===== src/rtl/serial_adder_pkg.sv =====
// Shared definitions for the bit-serial adder: FSM state encoding and the default operand width.
package serial_adder_pkg;

  localparam int DEFAULT_WIDTH = 8;

  typedef enum logic [1:0] {
    IDLE = 2'd0,
    ADD  = 2'd1,
    DONE = 2'd2
  } state_e;

endpackage


===== src/rtl/half_adder.sv =====
// Single-bit half adder cell: sum and carry of two input bits.
module half_adder (
  input  logic a_i,
  input  logic b_i,
  output logic s_o,
  output logic c_o
);

  assign s_o = a_i ^ b_i;
  assign c_o = a_i & b_i;

endmodule


===== src/rtl/serial_adder_full_adder_cell.sv =====
// Combinational full-adder slice built from two half_adder cells and an OR of their carries.
module full_adder_cell (
  input  logic a_i,
  input  logic b_i,
  input  logic c_i,
  output logic s_o,
  output logic c_o
);

  logic s0;
  logic c0;
  logic c1;

  half_adder u_ha0 (
    .a_i (a_i),
    .b_i (b_i),
    .s_o (s0),
    .c_o (c0)
  );

  half_adder u_ha1 (
    .a_i (s0),
    .b_i (c_i),
    .s_o (s_o),
    .c_o (c1)
  );

  // Both half-adder carries can never be 1 together, so OR equals the full-adder carry.
  assign c_o = c0 | c1;

endmodule


===== src/rtl/serial_adder.sv =====
// Bit-serial adder: accepts two WIDTH-bit operands, adds them LSB-first one bit per cycle
// through a single full-adder slice, and presents the registered sum and carry via valid/ready.
module serial_adder
  import serial_adder_pkg::*;
#(
  parameter  int WIDTH = DEFAULT_WIDTH,
  localparam int CNT_W = $clog2(WIDTH)
) (
  input  logic             clk,
  input  logic             rst_n,
  input  logic             in_valid,
  output logic             in_ready,
  input  logic [WIDTH-1:0] a,
  input  logic [WIDTH-1:0] b,
  output logic             out_valid,
  input  logic             out_ready,
  output logic [WIDTH-1:0] sum,
  output logic             carry_out
);

  localparam logic [CNT_W-1:0] LAST_CNT = CNT_W'(WIDTH - 1);

  state_e           state_q;
  logic [WIDTH-1:0] a_sh_q;
  logic [WIDTH-1:0] b_sh_q;
  logic [WIDTH-1:0] sum_sh_q;
  logic             c_q;
  logic [CNT_W-1:0] cnt_q;
  logic             in_ready_q;
  logic             out_valid_q;

  logic             sum_bit_d;
  logic             c_d;

  full_adder_cell u_fa (
    .a_i (a_sh_q[0]),
    .b_i (b_sh_q[0]),
    .c_i (c_q),
    .s_o (sum_bit_d),
    .c_o (c_d)
  );

  // NOTE: every register here uses <= so all state updates on an edge see pre-edge values;
  // a blocking assignment would let the shift registers consume their own new contents.
  always_ff @(posedge clk or negedge rst_n) begin
    if (!rst_n) begin
      state_q     <= IDLE;
      a_sh_q      <= '0;
      b_sh_q      <= '0;
      sum_sh_q    <= '0;
      c_q         <= 1'b0;
      cnt_q       <= '0;
      in_ready_q  <= 1'b0;
      out_valid_q <= 1'b0;
    end else begin
      case (state_q)
        IDLE: begin
          if (in_valid && in_ready_q) begin
            a_sh_q     <= a;
            b_sh_q     <= b;
            sum_sh_q   <= '0;
            c_q        <= 1'b0;
            cnt_q      <= '0;
            in_ready_q <= 1'b0;
            state_q    <= ADD;
          end else begin
            in_ready_q <= 1'b1;
          end
        end

        ADD: begin
          sum_sh_q <= {sum_bit_d, sum_sh_q[WIDTH-1:1]};
          a_sh_q   <= {1'b0, a_sh_q[WIDTH-1:1]};
          b_sh_q   <= {1'b0, b_sh_q[WIDTH-1:1]};
          c_q      <= c_d;
          if (cnt_q == LAST_CNT) begin
            out_valid_q <= 1'b1;
            state_q     <= DONE;
          end else begin
            cnt_q <= cnt_q + CNT_W'(1);
          end
        end

        DONE: begin
          // in_ready is raised on the same edge so the next accept can follow immediately.
          if (out_ready) begin
            out_valid_q <= 1'b0;
            in_ready_q  <= 1'b1;
            state_q     <= IDLE;
          end
        end

        default: begin
          in_ready_q  <= 1'b0;
          out_valid_q <= 1'b0;
          state_q     <= IDLE;
        end
      endcase
    end
  end

  assign in_ready  = in_ready_q;
  assign out_valid = out_valid_q;
  assign sum       = sum_sh_q;
  assign carry_out = c_q;

endmodule


===== config.mk =====
export PLATFORM = sky130hd
export DESIGN_NAME = serial_adder
export DESIGN_NICKNAME = d
export VERILOG_FILES = /design/src/rtl/serial_adder_pkg.sv /design/src/rtl/half_adder.sv /design/src/rtl/serial_adder_full_adder_cell.sv /design/src/rtl/serial_adder.sv
export SDC_FILE = /design/constraint.sdc
export NUM_CORES = 1
export LEC_CHECK = 0
export BUFFER_PORTS_ARGS = -buffer_cell sky130_fd_sc_hd__buf_2
export CORE_MARGIN = 10
export CORE_UTILIZATION = 57
export DETAILED_ROUTE_END_ITERATION = 16
export PLACE_DENSITY = 0.82
export SLEW_MARGIN = 25
export SYNTH_ARGS = -nofsm -noshare
export SYNTH_HDL_FRONTEND = slang
export SYNTH_SLANG_ARGS = --single-unit

===== constraint.sdc =====
create_clock -name clk -period 2.63 [get_ports clk]
set_input_delay 0.526 -clock clk [delete_from_list [all_inputs] [get_ports clk]]
set_output_delay 0.526 -clock clk [all_outputs]
set_load 0.02 [all_outputs]

==> results.py <==
metrics = {
    "outcome": {
        "outcome": "finished, final reports clean",
    },
    "synth": {
        "netlist_top_cells_count": "dfrtp_1 (32), a22o_1 (15), nor2b_1 (15), a22oi_1 (14), o2bb2ai_1 (14)",
        "avgSynthCellArea_um2": 12.00,
        "ys_types": 24,
        "synth_most_common_cell": "dfrtp_1",
        "syn-num-nets": 149,
        "ys_async_sr_fraction_pct": 100.0,
        "synth_top_area_share_pct": 52.98,
        "ys.flop_type": "dfrtp_1",
        "synth_edf_count": 0,
        "synth-seq-area-share_pct": 52.98,
        "ys_seq_elements": 32,
        "synthTopCellsByArea": "dfrtp_1 (53%), a22o_1 (8.7%), o2bb2ai_1 (8.1%)",
        "synth_area_leader_cell": "dfrtp_1",
        "syn_inst": 126,
        "yosysWarningCount": 0,
        "syn_area_um2": 1511,
    },
    "power": {
        "p_seq_share_pct": 41.5,
        "p_switching_uw": 768.5,
        "power.leakage_nw": 0.8166,
        "netSwitchingFraction_pct": 37.27,
        "pwr-share-comb_pct": 38.5,
        "p_int_mw": 1.294,
        "powerDensity_nw_per_um2": 1187,
        "clockPowerShare_pct": 20.0,
        "ir_drop_uv": 814.4,
    },
    "clocking": {
        "insertion_delay_ns": 0.33,
        "hold_buffers": 0,
        "cts_tree": "yes",
        "clockRootBuffer": "clkbuf_4",
        "cts_sinks": 32,
        "cts_buffer_depth": 2,
        "cts_resized": 0,
        "post_cts_buffers": 0,
        "h-tree-depth": 2,
        "clk_pin_slew_ns": 0.10,
        "cts_inserted_buffers": 5,
    },
    "timing": {
        "skew_ns": 0.01220,
        "tns_ns": 0,
        "drv_slew": 0,
        "rsz0062_at_grt": "false",
        "period_share_pct": 67.40,
        "min_period_ns": 1.773,
        "max_freq_ghz": 0.5641,
        "relSlewSlack_pct": 52.15,
        "final-hold-violation-count": 0,
        "worst_pin_slew_ns": 0.7178,
        "setup_viol_count_final": 0,
    },
    "global_route": {
        "grt_pass1_vias": 1176,
        "grt_overflow_total": 0,
        "grt_max_degree": 33,
        "grtUsageTotal_pct": 12.95,
        "grt_pass1_wl_um": 5409,
        "antenna_found_initial": 0,
    },
    "floorplan": {
        "core_area_um2": 2500,
        "die_h_um": 71.50,
        "dieArea_um2": 5112,
        "initial_core_util_pct": 60.46,
        "row_count": 18,
        "num_io_pins": 31,
        "fp.dieW_um": 71.50,
    },
    "routing": {
        "vias_per_cell": 5.811,
        "wirelength_um": 3108,
        "detail_route.wl_per_cell_um": 16.80,
        "vias": 1075,
        "drt_iter0_drc": 71,
        "drc": 0,
        "drt_pass1_iterations": 4,
        "detail-route-antenna-nets": 0,
    },
    "place": {
        "dpl.hpwl_um": 2186,
        "place.gp.congestion": 0.7692,
        "dp.cells": 177,
        "portBuffers": 30,
    },
    "setup_path": {
        "cp.arrival_ns": 2.03,
        "r2r_cells": 2,
        "crit_path_end_kind": "flip-flop",
        "path_cells": "nor2b_1 -> a22o_1",
        "crit_buf_inv": 0,
        "cp.depth": 2,
        "criticalPathCategory": "flip-flop to flip-flop",
        "worstSetupStartpointType": "flip-flop",
        "crit_family": "flip-flops",
        "crit_fanout": 22,
        "max_stage_delay_ns": 0.82,
        "worst_ep_required_time_ns": 2.89,
        "cp_slowest_cell": "dfrtp_1",
    },
    "finish": {
        "area_delta_synth_final_pct": 14.90,
        "diodes": 0,
        "final_nets": 177,
        "drive_above_1_share_pct": 27.74,
        "nFillCells": 196,
        "instances_no_fill": 185,
    },
    "hold_path": {
        "worstHoldPathType": "primary input to async pin",
    },
    "flow_run": {
        "cap_violations": 0,
    },
}
[cell usage in the layout (no fill, tap or decap), types with 2 or more instances in the layout]
cell | synthesis | layout
buf_2 | 4 | 30
clkbuf_4 | 0 | 5
a22oi_1 | 14 | 14
a21oi_1 | 2 | 2
a22o_1 | 15 | 15
o21ai_1 | 3 | 3
ha_1 | 2 | 2
nand2_1 | 5 | 5
nor2b_1 | 15 | 15
nor2_1 | 3 | 3
buf_4 | 1 | 2
o2bb2ai_1 | 14 | 14
dfrtp_1 | 32 | 32
clkbuf_8 | 0 | 2
[kinds of logic (layout without fill, tap and decap cells)]
family | count (synthesis) | count (layout) | share of synthesized area (%)
simple gates | 26 | 26 | 9.768
fa+ha+maj | 3 | 3 | 2.980
mux | 2 | 2 | 1.490
buf+inv | 12 | 41 | 5.049
compound gates | 51 | 51 | 27.73
flops | 32 | 32 | 52.98
[worst register-to-register path: stages, from the launching register on]
cell	delay [ns]
dfrtp_1	0.82
nor2b_1	0.65
a22o_1	0.23
[flip-flops by register name, summed over array words and instances, names as in the netlist]
| signal | cells |
|---|---|
| b_sh_q | 8 |
| a_sh_q | 8 |
| out_valid | 1 |
| sum | 8 |
| in_ready | 1 |
| carry_out | 1 |
| cnt_q | 3 |
| state_q | 2 |
[metrics by stage]
stage / worst slack (ns) / hold WS (ns) / instance area, um2 / power, mW / utilization (%)
2_1_floorplan: 1.227 / 0.2304 / 1511 / 1.474 / -
3_3_place_gp: 0.9828 / 0.4707 / 1642 / 1.604 / 65.67
3_5_place_dp: 0.9229 / 0.4747 / 1642 / 1.663 / 65.67
4_1_cts: 0.9021 / 0.2452 / 1737 / 2.082 / 69.47
5_1_grt: 0.7449 / 0.2607 / 1737 / 2.225 / 69.47
6_report: 0.8574 / 0.2268 / 1737 / 2.062 / 69.47
[final cells by class]
type / count / area, um2 / area share [%]
clock inverter: 1 / 30.03 / 1.729
timing repair buffer: 32 / 165.2 / 9.510
multi-input combinational: 82 / 634.4 / 36.53
clock buffer: 7 / 65.06 / 3.746
tap: 30 / 37.54 / 2.161
sequential: 32 / 800.8 / 46.11
inverter: 1 / 3.754 / 0.2161
[power groups by stage]
stage | Combinational (mW) | Sequential, mW | Clock [mW]
6_report | 0.795 | 0.856 | 0.412
2_1_floorplan | 0.594 | 0.880 | 0
4_1_cts | 0.806 | 0.854 | 0.422
3_3_place_gp | 0.758 | 0.846 | 0
5_1_grt | 0.889 | 0.891 | 0.445
3_5_place_dp | 0.804 | 0.858 | 0
[routing by layer]
layer	vias to the layer above	share of wire (%)	global-route usage (%)
li1	526	-	-
met4	0	2.2	7.097
met3	9	4.7	4.132
met1	514	46	16.02
met2	26	47	19.51
met5	-	0	0
[final timing paths]
check	from	to	slack, ns
max	state_q[0]	sum[5]	0.86
min	rst_n	state_q[0]	0.23
max reg2reg	state_q[0]	sum[5]	0.86
min reg2reg	b_sh_q[5]	b_sh_q[5]	0.50
max in group asynchronous	rst_n	a_sh_q[0]	1.96
min in group clk	b[7]	b_sh_q[7]	0.42
No activity file was read; power rests on OpenSTA's default activity.
